==> config.mk <==
export PLATFORM = sky130hd
export DESIGN_NAME = voice_scheduler
export DESIGN_NICKNAME = d
export VERILOG_FILES = /design/src/rtl/voice_scheduler_pkg.sv /design/src/rtl/voice_scheduler_pipeline_sequencer.sv /design/src/rtl/voice_scheduler.sv
export SDC_FILE = /design/constraint.sdc
export NUM_CORES = 1
export LEC_CHECK = 0
export ABC_AREA = 1
export CORE_MARGIN = 4
export CORE_UTILIZATION = 53
export CTS_BUF_LIST = sky130_fd_sc_hd__clkbuf_4 sky130_fd_sc_hd__clkbuf_8 sky130_fd_sc_hd__clkbuf_16
export DETAILED_ROUTE_END_ITERATION = 6
export HOLD_SLACK_MARGIN = 0.05
export PLACE_DENSITY = 0.76
export SETUP_SLACK_MARGIN = 0.2
export SLEW_MARGIN = 20
export SYNTH_ARGS = -nofsm -noshare
export SYNTH_HDL_FRONTEND = slang
export SYNTH_SLANG_ARGS = --single-unit
==> constraint.sdc <==
create_clock -name i_clk -period 1.8 [get_ports i_clk]
set_clock_uncertainty 0.05 [all_clocks]
set_input_delay 0.27 -clock i_clk [delete_from_list [all_inputs] [get_ports i_clk]]
set_output_delay 0.27 -clock i_clk [all_outputs]
set_load 0.005 [all_outputs]
==> src/rtl/voice_scheduler_pkg.sv <==
// Shared encodings for the voice scheduler: datapath phases and allocator FSM states.
package voice_scheduler_pkg;

  localparam int NOTE_W_DEF  = 7;
  localparam int VOICE_W_DEF = 8;

  localparam logic [1:0] PS_LOAD    = 2'd0;
  localparam logic [1:0] PS_COMPUTE = 2'd1;
  localparam logic [1:0] PS_WRITE   = 2'd2;

  typedef enum logic [1:0] {
    ST_IDLE  = 2'd0,
    ST_SCAN  = 2'd1,
    ST_ISSUE = 2'd2
  } alloc_state_e;

endpackage

==> src/rtl/voice_scheduler_pipeline_sequencer.sv <==
// Free-running LOAD/COMPUTE/WRITE phase counter plus the voice index sweep it drives.
module pipeline_sequencer
  import voice_scheduler_pkg::*;
#(
  parameter int NUM_VOICES = 8,
  parameter int VOICE_W    = VOICE_W_DEF
) (
  input  logic               i_clk,
  input  logic               i_reset,
  output logic [1:0]         o_pipeline_state,
  output logic [VOICE_W-1:0] o_voice_index
);

  logic [1:0]         state_q, state_d;
  logic [VOICE_W-1:0] voice_q, voice_d;

  always_comb begin
    state_d = state_q;
    voice_d = voice_q;
    case (state_q)
      PS_LOAD:    state_d = PS_COMPUTE;
      PS_COMPUTE: state_d = PS_WRITE;
      default: begin
        // WRITE (and the unreachable 3) return to LOAD and advance the voice
        state_d = PS_LOAD;
        voice_d = (voice_q == VOICE_W'(NUM_VOICES-1)) ? '0 : voice_q + VOICE_W'(1);
      end
    endcase
  end

  always_ff @(posedge i_clk) begin
    if (i_reset) begin
      state_q <= PS_LOAD;
      voice_q <= '0;
    end else begin
      state_q <= state_d;
      voice_q <= voice_d;
    end
  end

  assign o_pipeline_state = state_q;
  assign o_voice_index    = voice_q;

endmodule

==> src/rtl/voice_scheduler.sv <==
// Polyphony controller: allocates DDS voices for MIDI note-on/off and strobes config writes.
module voice_scheduler
  import voice_scheduler_pkg::*;
#(
  parameter int NUM_VOICES = 8,
  parameter int VOICE_W    = VOICE_W_DEF,
  parameter int NOTE_W     = NOTE_W_DEF
) (
  input  logic                  i_clk,
  input  logic                  i_reset,
  input  logic                  i_cmd_valid,
  output logic                  o_cmd_ready,
  input  logic                  i_cmd_on,
  input  logic [NOTE_W-1:0]     i_cmd_note,
  output logic [1:0]            o_pipeline_state,
  output logic [VOICE_W-1:0]    o_voice_index,
  output logic                  o_dds_flag,
  output logic [NOTE_W-1:0]     o_dds_midi_note,
  output logic [VOICE_W-1:0]    o_dds_voice_index,
  output logic [NUM_VOICES-1:0] o_voice_active
);

  localparam int IDX_W = (NUM_VOICES > 1) ? $clog2(NUM_VOICES) : 1;

  alloc_state_e fsm_q, fsm_d;

  logic                              on_q;
  logic [NOTE_W-1:0]                 note_q;
  logic [VOICE_W-1:0]                scan_k_q;
  logic                              match_found_q, free_found_q;
  logic [VOICE_W-1:0]                match_idx_q, free_idx_q;
  logic [VOICE_W-1:0]                target_q, steal_ptr_q;
  logic [NUM_VOICES-1:0]             active_q;
  logic [NUM_VOICES-1:0][NOTE_W-1:0] note_tbl_q;
  logic [NOTE_W-1:0]                 dds_note_q;
  logic [VOICE_W-1:0]                dds_voice_q;

  logic               accept, fire, last_slot;
  logic               hit, emp, match_now, free_now, steal_now;
  logic [VOICE_W-1:0] match_idx_now, free_idx_now, alloc_idx;

  pipeline_sequencer #(
    .NUM_VOICES (NUM_VOICES),
    .VOICE_W    (VOICE_W)
  ) u_seq (
    .i_clk            (i_clk),
    .i_reset          (i_reset),
    .o_pipeline_state (o_pipeline_state),
    .o_voice_index    (o_voice_index)
  );

  // Slot k inspected this cycle, folded with results from earlier slots
  always_comb begin
    hit           = active_q[scan_k_q[IDX_W-1:0]] && (note_tbl_q[scan_k_q[IDX_W-1:0]] == note_q);
    emp           = !active_q[scan_k_q[IDX_W-1:0]];
    match_now     = match_found_q | hit;
    match_idx_now = match_found_q ? match_idx_q : scan_k_q;
    free_now      = free_found_q | emp;
    free_idx_now  = free_found_q ? free_idx_q : scan_k_q;
    steal_now     = !match_now && !free_now;
    alloc_idx     = match_now ? match_idx_now : (free_now ? free_idx_now : steal_ptr_q);
    last_slot     = (scan_k_q == VOICE_W'(NUM_VOICES-1));
  end

  always_ff @(posedge i_clk) begin
    if (i_reset) fsm_q <= ST_IDLE;
    else         fsm_q <= fsm_d;
  end

  always_comb begin
    fsm_d = fsm_q;
    case (fsm_q)
      ST_IDLE:  if (i_cmd_valid) fsm_d = ST_SCAN;
      ST_SCAN:  if (last_slot) fsm_d = on_q ? ST_ISSUE : ST_IDLE;
      ST_ISSUE: if (o_pipeline_state == PS_LOAD) fsm_d = ST_IDLE;
      default:  fsm_d = ST_IDLE;
    endcase
  end

  always_comb begin
    o_cmd_ready = (fsm_q == ST_IDLE);
    fire        = (fsm_q == ST_ISSUE) && (o_pipeline_state == PS_LOAD);
  end

  assign accept = i_cmd_valid && o_cmd_ready;

  always_ff @(posedge i_clk) begin
    if (i_reset) begin
      on_q          <= 1'b0;
      note_q        <= '0;
      scan_k_q      <= '0;
      match_found_q <= 1'b0;
      free_found_q  <= 1'b0;
      match_idx_q   <= '0;
      free_idx_q    <= '0;
      target_q      <= '0;
      steal_ptr_q   <= '0;
      active_q      <= '0;
      note_tbl_q    <= '0;
      dds_note_q    <= '0;
      dds_voice_q   <= '0;
    end else begin
      if (accept) begin
        on_q          <= i_cmd_on;
        note_q        <= i_cmd_note;
        scan_k_q      <= '0;
        match_found_q <= 1'b0;
        free_found_q  <= 1'b0;
        match_idx_q   <= '0;
        free_idx_q    <= '0;
      end
      if (fsm_q == ST_SCAN) begin
        scan_k_q      <= scan_k_q + VOICE_W'(1);
        match_found_q <= match_now;
        match_idx_q   <= match_idx_now;
        free_found_q  <= free_now;
        free_idx_q    <= free_idx_now;
        if (last_slot) begin
          if (on_q) begin
            target_q <= alloc_idx;
            if (steal_now)
              steal_ptr_q <= (steal_ptr_q == VOICE_W'(NUM_VOICES-1)) ? '0
                                                                     : steal_ptr_q + VOICE_W'(1);
          end else if (match_now) begin
            active_q[match_idx_now[IDX_W-1:0]] <= 1'b0;
          end
        end
      end
      if (fire) begin
        active_q[target_q[IDX_W-1:0]]   <= 1'b1;
        note_tbl_q[target_q[IDX_W-1:0]] <= note_q;
        dds_note_q                      <= note_q;
        dds_voice_q                     <= target_q;
      end
    end
  end

  // Strobe cycle shows the fresh target; the registers hold it afterwards
  assign o_dds_flag        = fire;
  assign o_dds_midi_note   = fire ? note_q   : dds_note_q;
  assign o_dds_voice_index = fire ? target_q : dds_voice_q;
  assign o_voice_active    = active_q;

endmodule
### Word-level counts from Yosys, hierarchy flattened

Cells that the tools add are included.

| word-level totals | value |
|---|---|
| flip-flop bits (word level) | 141 |
| word-level logic and storage cells | 100 |
| output and inout bits | 35 |
| bits of input ports | 11 |

| operators by class | value |
|---|---|
| $add $sub $neg | 3 |
| eq/ne operators | 10 |
| bitwise logic cells | 5 |
| reduce and logical (&&, ||, !) cells | 16 |
| muxes and demuxes | 38 |
| $lt $le $gt $ge | 5 |

Operators by type and width:

| operator | count |
|---|---|
| 8-bit two-way mux | 17 |
| 56-bit bitwise mux | 1 |
| 8-bit by 1-bit adder with 8-bit output, second input constant | 3 |
| 8-bit by 3-bit == test with 1-bit output, second input constant | 3 |
| 7-bit binary-select mux with 3-bit select | 1 |
| 7-bit demux with 3-bit select | 1 |
| 7-bit two-way mux | 3 |
| 3-bit by 4-bit < comparator with 1-bit output, second input constant | 3 |
| 8-bit bitwise AND | 1 |
| 2-bit two-way mux | 4 |
| 8-bit inverter | 1 |
| 8-bit OR | 1 |
| 7-bit == test | 1 |
| 1-bit demux with 3-bit select | 2 |
| 3-bit by 1-bit >= comparator with 1-bit output, second input constant | 2 |
| 1-bit logical AND | 6 |
| 1-bit two-way mux | 6 |
| 2-bit inequality test, second input constant | 3 |
| 2-bit case mux with 3 select lines | 1 |
| 3-bit AND reduction | 2 |
| 2-bit by 1-bit == test with 1-bit output, second input constant | 2 |
| 2-bit zero test | 2 |
| 2-bit case mux with 2 select lines | 1 |
| 4-bit AND reduction | 1 |
| other kinds (6) | 9 |

### Depth between registers and ports, before layout

| depth | value |
|---|---|
| depth in word-level cells | 14 |
| mapped depth | 18 |
| depth with buffers taken out | 16 |

### Cells and area by module

Synthesis repeated with hierarchy kept, for this count alone.

| unflattened totals | value |
|---|---|
| cells, all modules | 1,037 |
| area, all modules | 6,975.4 um^2 |

By module, submodules not included:

| module | times used | seq. area each (um^2) | area an instance (um^2) | cells an instance |
|---|---|---|---|---|
| voice_scheduler | 1 | 2,622.5 | 6,486.2 | 966 |
| pipeline_sequencer | 1 | 200.2 | 489.2 | 71 |

### Least setup slack after synthesis

No wires, ideal clock.

| path | value |
|---|---|
| kind | reg-to-reg |
| start | register scan_k_q[0] |
| end | register active_q[6] (netlist: o_voice_active[6]) |
| buffers on the path | 3 |
| required time | 1.618 ns |
| library setup time | 0.132 ns |
| clock period less this slack | 1.863 ns |
| slack | -0.063 ns |
| arrival time | 1.681 ns |
| cell stages (with the launch flop) | 17 |
| cell sequence | dfxtp_1 buf_4 buf_6 nor2_1 nor2_1 nand2_1 nand3_1 nand2_1 nand2_1 nand3_1 nor2_2 nand2_4 nand2_4 buf_6 nand3_1 nand2_1 a21oi_1 |

| between the ends | value |
|---|---|
| word-level cells in the longest chain between the ends | 14 |
| elaborated cells on any way between the ends | 23 |
| those cells by class | order compare: 2; eq/ne: 2; mux: 13; bitwise: 4; reduce/logical: 2 |

RTL lines:

| item | line | RTL |
|---|---|---|
| start, declared | voice_scheduler.sv:29 | `logic [VOICE_W-1:0] scan_k_q;` |
| start signal, assigned | voice_scheduler.sv:113 | `scan_k_q <= scan_k_q + VOICE_W'(1);` |
| 8-bit two-way mux | voice_scheduler.sv:57 | `match_idx_now = match_found_q ? match_idx_q : scan_k_q;` |
| 3-bit by 4-bit < comparator with 1-bit output (implied by the code) / 3-bit by 1-bit >= comparator with 1-bit output (equally long branches) | voice_scheduler.sv:125 | `active_q[match_idx_now[IDX_W-1:0]] <= 1'b0;` |
| 1-bit logical AND (implied by the code) | voice_scheduler.sv:125 |  |
| 1-bit two-way mux (implied by the code) | voice_scheduler.sv:125 |  |
| 1-bit demux with 3-bit select | voice_scheduler.sv:125 |  |
| 8-bit inverter (no line) | n/a |  |
| 8-bit bitwise AND (no line) | n/a |  |
| 8-bit two-way mux | voice_scheduler.sv:124 | `end else if (match_now) begin` |
| 8-bit two-way mux | voice_scheduler.sv:119 | `if (on_q) begin` |
| 8-bit two-way mux (*) | voice_scheduler.sv:118 | `if (last_slot) begin` |
| 8-bit two-way mux (*) | voice_scheduler.sv:112 | `if (fsm_q == ST_SCAN) begin` |
| 8-bit two-way mux (*) | voice_scheduler.sv:88 | `if (i_reset) begin` |
| 8-bit OR (no line) | n/a |  |
| 8-bit two-way mux (*) | voice_scheduler.sv:129 | `if (fire) begin` |
| end signal, assigned | voice_scheduler.sv:98 | `active_q <= '0;` |
| end signal, assigned by index | voice_scheduler.sv:125 |  |
| end signal, assigned by index | voice_scheduler.sv:130 | `active_q[target_q[IDX_W-1:0]] <= 1'b1;` |
| end, declared | voice_scheduler.sv:33 | `logic [NUM_VOICES-1:0] active_q;` |

Every way passes the cells marked *; elsewhere a longest branch is shown, timed or not. The select of a mux whose other input is x is not followed.
A chain may end at the register's enable or synchronous reset.

### Worst setup path in the final report

| path | value |
|---|---|
| start | register scan_k_q[0] |
| end | register active_q[3] (netlist: o_voice_active[3]) |

The elaborated chain is that of the path after synthesis.

==> key figures <==
Status
  – Status: finished, violations left
  – Failing checks: negative setup slack

STA
  – Fin crit share: 133%
  – RSZ-0062 raised after global routing: yes
  – Worst-Margin Slew: 0.620 ns
  – Min Tclk post-route: 2.39 ns
  – Maximum clock rate: 0.419 GHz
  – Final worst slack: -0.587 ns
  – Relative slew slack: 58.3%
  – Slew Viols, Final: 0
  – Setup TNS: -22.97 ns
  – Fin. Hold Viols: 0
  – Hold_ws: 0.298 ns
  – Setup Viol. Count Final: 88

Floorplanning
  – Ports: 46
  – Die Area: 14300 um2
  – Starting density of the core: 54.7%
  – Placement Rows: 40
  – Die height: 120 um
  – Die width: 120 um
  – Core Box Area: 12100 um2

Synth
  – Area fraction of the dominant cell type after synthesis: 42.6%
  – Post-synth EDFFs: 0
  – Synth Flop Type: dfxtp_1
  – Synth Warn #: 0
  – Unique cell type count in the Yosys netlist: 34
  – Top post-synthesis cells by area: dfxtp_1 (43%), nand2_1 (12%), a21oi_1 (8.6%)
  – Synth area leader: dfxtp_1
  – Mapped Cells: 976
  – Mapped Nets: 990
  – Count leader, synth: nand2_1
  – Async SR Flop Fraction: 0%
  – Sequential share of the synthesized area: 42.6%
  – FF+latch count, synth: 141
  – Synthesized area: 6620 um2
  – Synthesized area per cell: 6.78 um2
  – Most frequent cells after synthesis: nand2_1 (215), dfxtp_1 (141), inv_1 (116)

Final layout
  – Share of cells above drive strength 1: 38.8%
  – Filler Cell Count: 552
  – Fin util: 87.0%
  – Diodes inserted: 0
  – Reg area: 2850 um2
  – Area delta synth->final: 59.1%
  – Area of the multi-input gates: 4220 um2
  – # nets final: 1149
  – Post-route cell area: 10500 um2

Clock network
  – CTS tree: done
  – Worst-path clk slew: 0.06 ns
  – H-tree depth: 4
  – Worst skew pair latency: 0.44 ns
  – Num Clock Sinks: 141
  – Clock Tree Buf Depth: 2
  – TritonCTS buffer count: 17
  – Cts hold-fix bufs: 0
  – CTS Root Cell: clkbuf_16

Min path
  – WHS Path Cells: 3
  – Worst min path class: input pin to flop
  – Hold Startpoint: i_reset
  – Worst hold path endpoint: o_voice_active[3]

Route
  – DR pass1 iterations: 6
  – DRC Markers: 0
  – Via density: 6.43
  – Antenna Violating Nets Remaining: 0
  – Drt wl/cell: 23.7 um
  – Via Count: 8459
  – Initial DRC Count: 1510
  – Drt total wl: 31.2 mm

GRT
  – GRT Total Usage: 29.8%
  – Number of global-route vias before repair: 6977
  – Grt ovf: 0
  – Largest net degree at the start of global routing: 72
  – First-pass GRT wire length: 34.0 mm
  – Initial antenna violation count: 0

Setup path
  – Startpoint Class: flop
  – Crit path DAT: 2.64 ns
  – Crit. Startpoint: scan_k_q[0]
  – Critical path endpoint category: flop
  – Flop2flop setup slack: -0.59 ns
  – Reg2reg start: scan_k_q[0]
  – CP Class: flop to flop
  – R2R depth: 16
  – Worst R2R End: o_voice_active[3]
  – Critical Path RT: 2.05 ns
  – Crit-path max FO: 11

Placed design
  – GPL Wtd Cong: 0.862
  – HPWL Detailed: 11.7 mm
  – PortBufs: 45
  – Area of placed instances: 7760 um2

Pwr
  – Overall power: 8.37 mW
  – Power Density: 794 nW/um2
  – Pleak: 4.39 nW
  – VDD IR max: 0.759 mV

Flow run
  – Max Cap Viol: 0
cell type report:
cell class	instances	area share [%]
timing repair inverter	1	0.0831
timing repair buffer	185	19.7
clock inverter	11	2.02
multi-input combinational	664	40.1
sequential	141	27.1
inverter	125	4.66
clock buffer	21	4.44
tap	168	2.00
state kept, by name (all words and copies together) (netlist names), 2 cells and up:
name / flops
dds_note_q: 7
dds_voice_q: 8
free_idx_q: 8
fsm_q: 2
match_idx_q: 8
note_q: 7
note_tbl_q: 56
o_voice_active: 8
scan_k_q: 8
steal_ptr_q: 8
target_q: 8
u_seq.o_pipeline_state: 2
u_seq.o_voice_index: 8
worst max-delay path, cell delays in order, from the launching register on:
cell and delay (ns):
dfxtp_4 0.46, inv_6 0.07, buf_8 0.15, nand2_1 0.06, nand2_1 0.07, nand2_1 0.08
nand3_1 0.14, nand2_1 0.12, nand2_1 0.08, nand2_1 0.09, nand2_1 0.11, nor2_4 0.21
nand2_8 0.14, nand2_8 0.15, nand3_1 0.12, nand2_1 0.10, a21oi_1 0.06
repair_timing:
action,4_1_cts,5_1_grt
gates cloned,8,14
endpoints found under the setup margin,121,133
setup buffers,27,27
pin swaps,35,91
resized for setup,220,280
worst max-delay path by stage:
stage | to | slack, ns | cells after the start
2_1_floorplan | o_voice_active[6] | 0.005 | 16
3_3_place_gp | o_dds_midi_note[4] | -0.17 | 8
3_5_place_dp | o_voice_active[1] | -0.21 | 16
4_1_cts | target_q[2] | -0.17 | 16
5_1_grt | o_voice_active[3] | -0.72 | 16
6_report | o_voice_active[3] | -0.59 | 16
per-stage QoR:
step	instances	setup slack [ns]
after floorplan	976	0.00536
after global placement	1208	-0.173
after detailed placement	1208	-0.212
after CTS	1275	-0.170
after global routing	1316	-0.725
final	1316	-0.587
power by group:
part | switching, mW | total, mW | internal (mW)
clock | 1.42 | 4.12 | 2.70
sequential | 0.0483 | 3.20 | 3.15
combinational | 0.646 | 1.05 | 0.404
total | 2.11 | 8.37 | 6.25
metal layers:
metal | up-vias | track usage, % | share of wire, %
li1 | 3498 | - | -
met4 | 0 | 17.9 | 10
met3 | 304 | 6.36 | 11
met1 | 3864 | 35.0 | 33
met5 | - | 0 | 0
met2 | 793 | 50.1 | 46
logic make-up (layout without fill, tap and decap cells):
group,after synthesis,in the layout,synth area share [%]
AO/OA/AOI/OAI,233,233,18.0
flip-flops,141,141,42.6
XOR/XNOR,4,4,0.529
buffers and inverters,177,343,10.8
adder cells (fa/ha/maj),3,3,0.567
AND/OR/NAND/NOR,418,424,27.5
placed cells by master, fill, tap and decap left out, drive strengths merged:
cell type	Yosys	routed
nor3	7	7
inv	117	117
a41oi	1	1
nor3b	2	2
a211oi	2	2
nand4	6	6
dlymetal6s2s	0	3
o22ai	1	1
o31ai	1	1
clkbuf	24	30
buf	28	149
nor4	3	3
xor2	4	4
a21oi	114	114
or2	23	23
clkdlybuf4s15	0	1
o211a	1	1
clkinvlp	0	3
clkdlybuf4s50	0	10
bufinv	0	6
nor2	76	76
ha	3	3
dlygate4sd2	0	13
clkinv	8	11
dfxtp	141	141
nand3	82	83
a32o	1	1
o21ai	112	112
nand2	219	224
No activity file was read; power rests on OpenSTA's default activity.
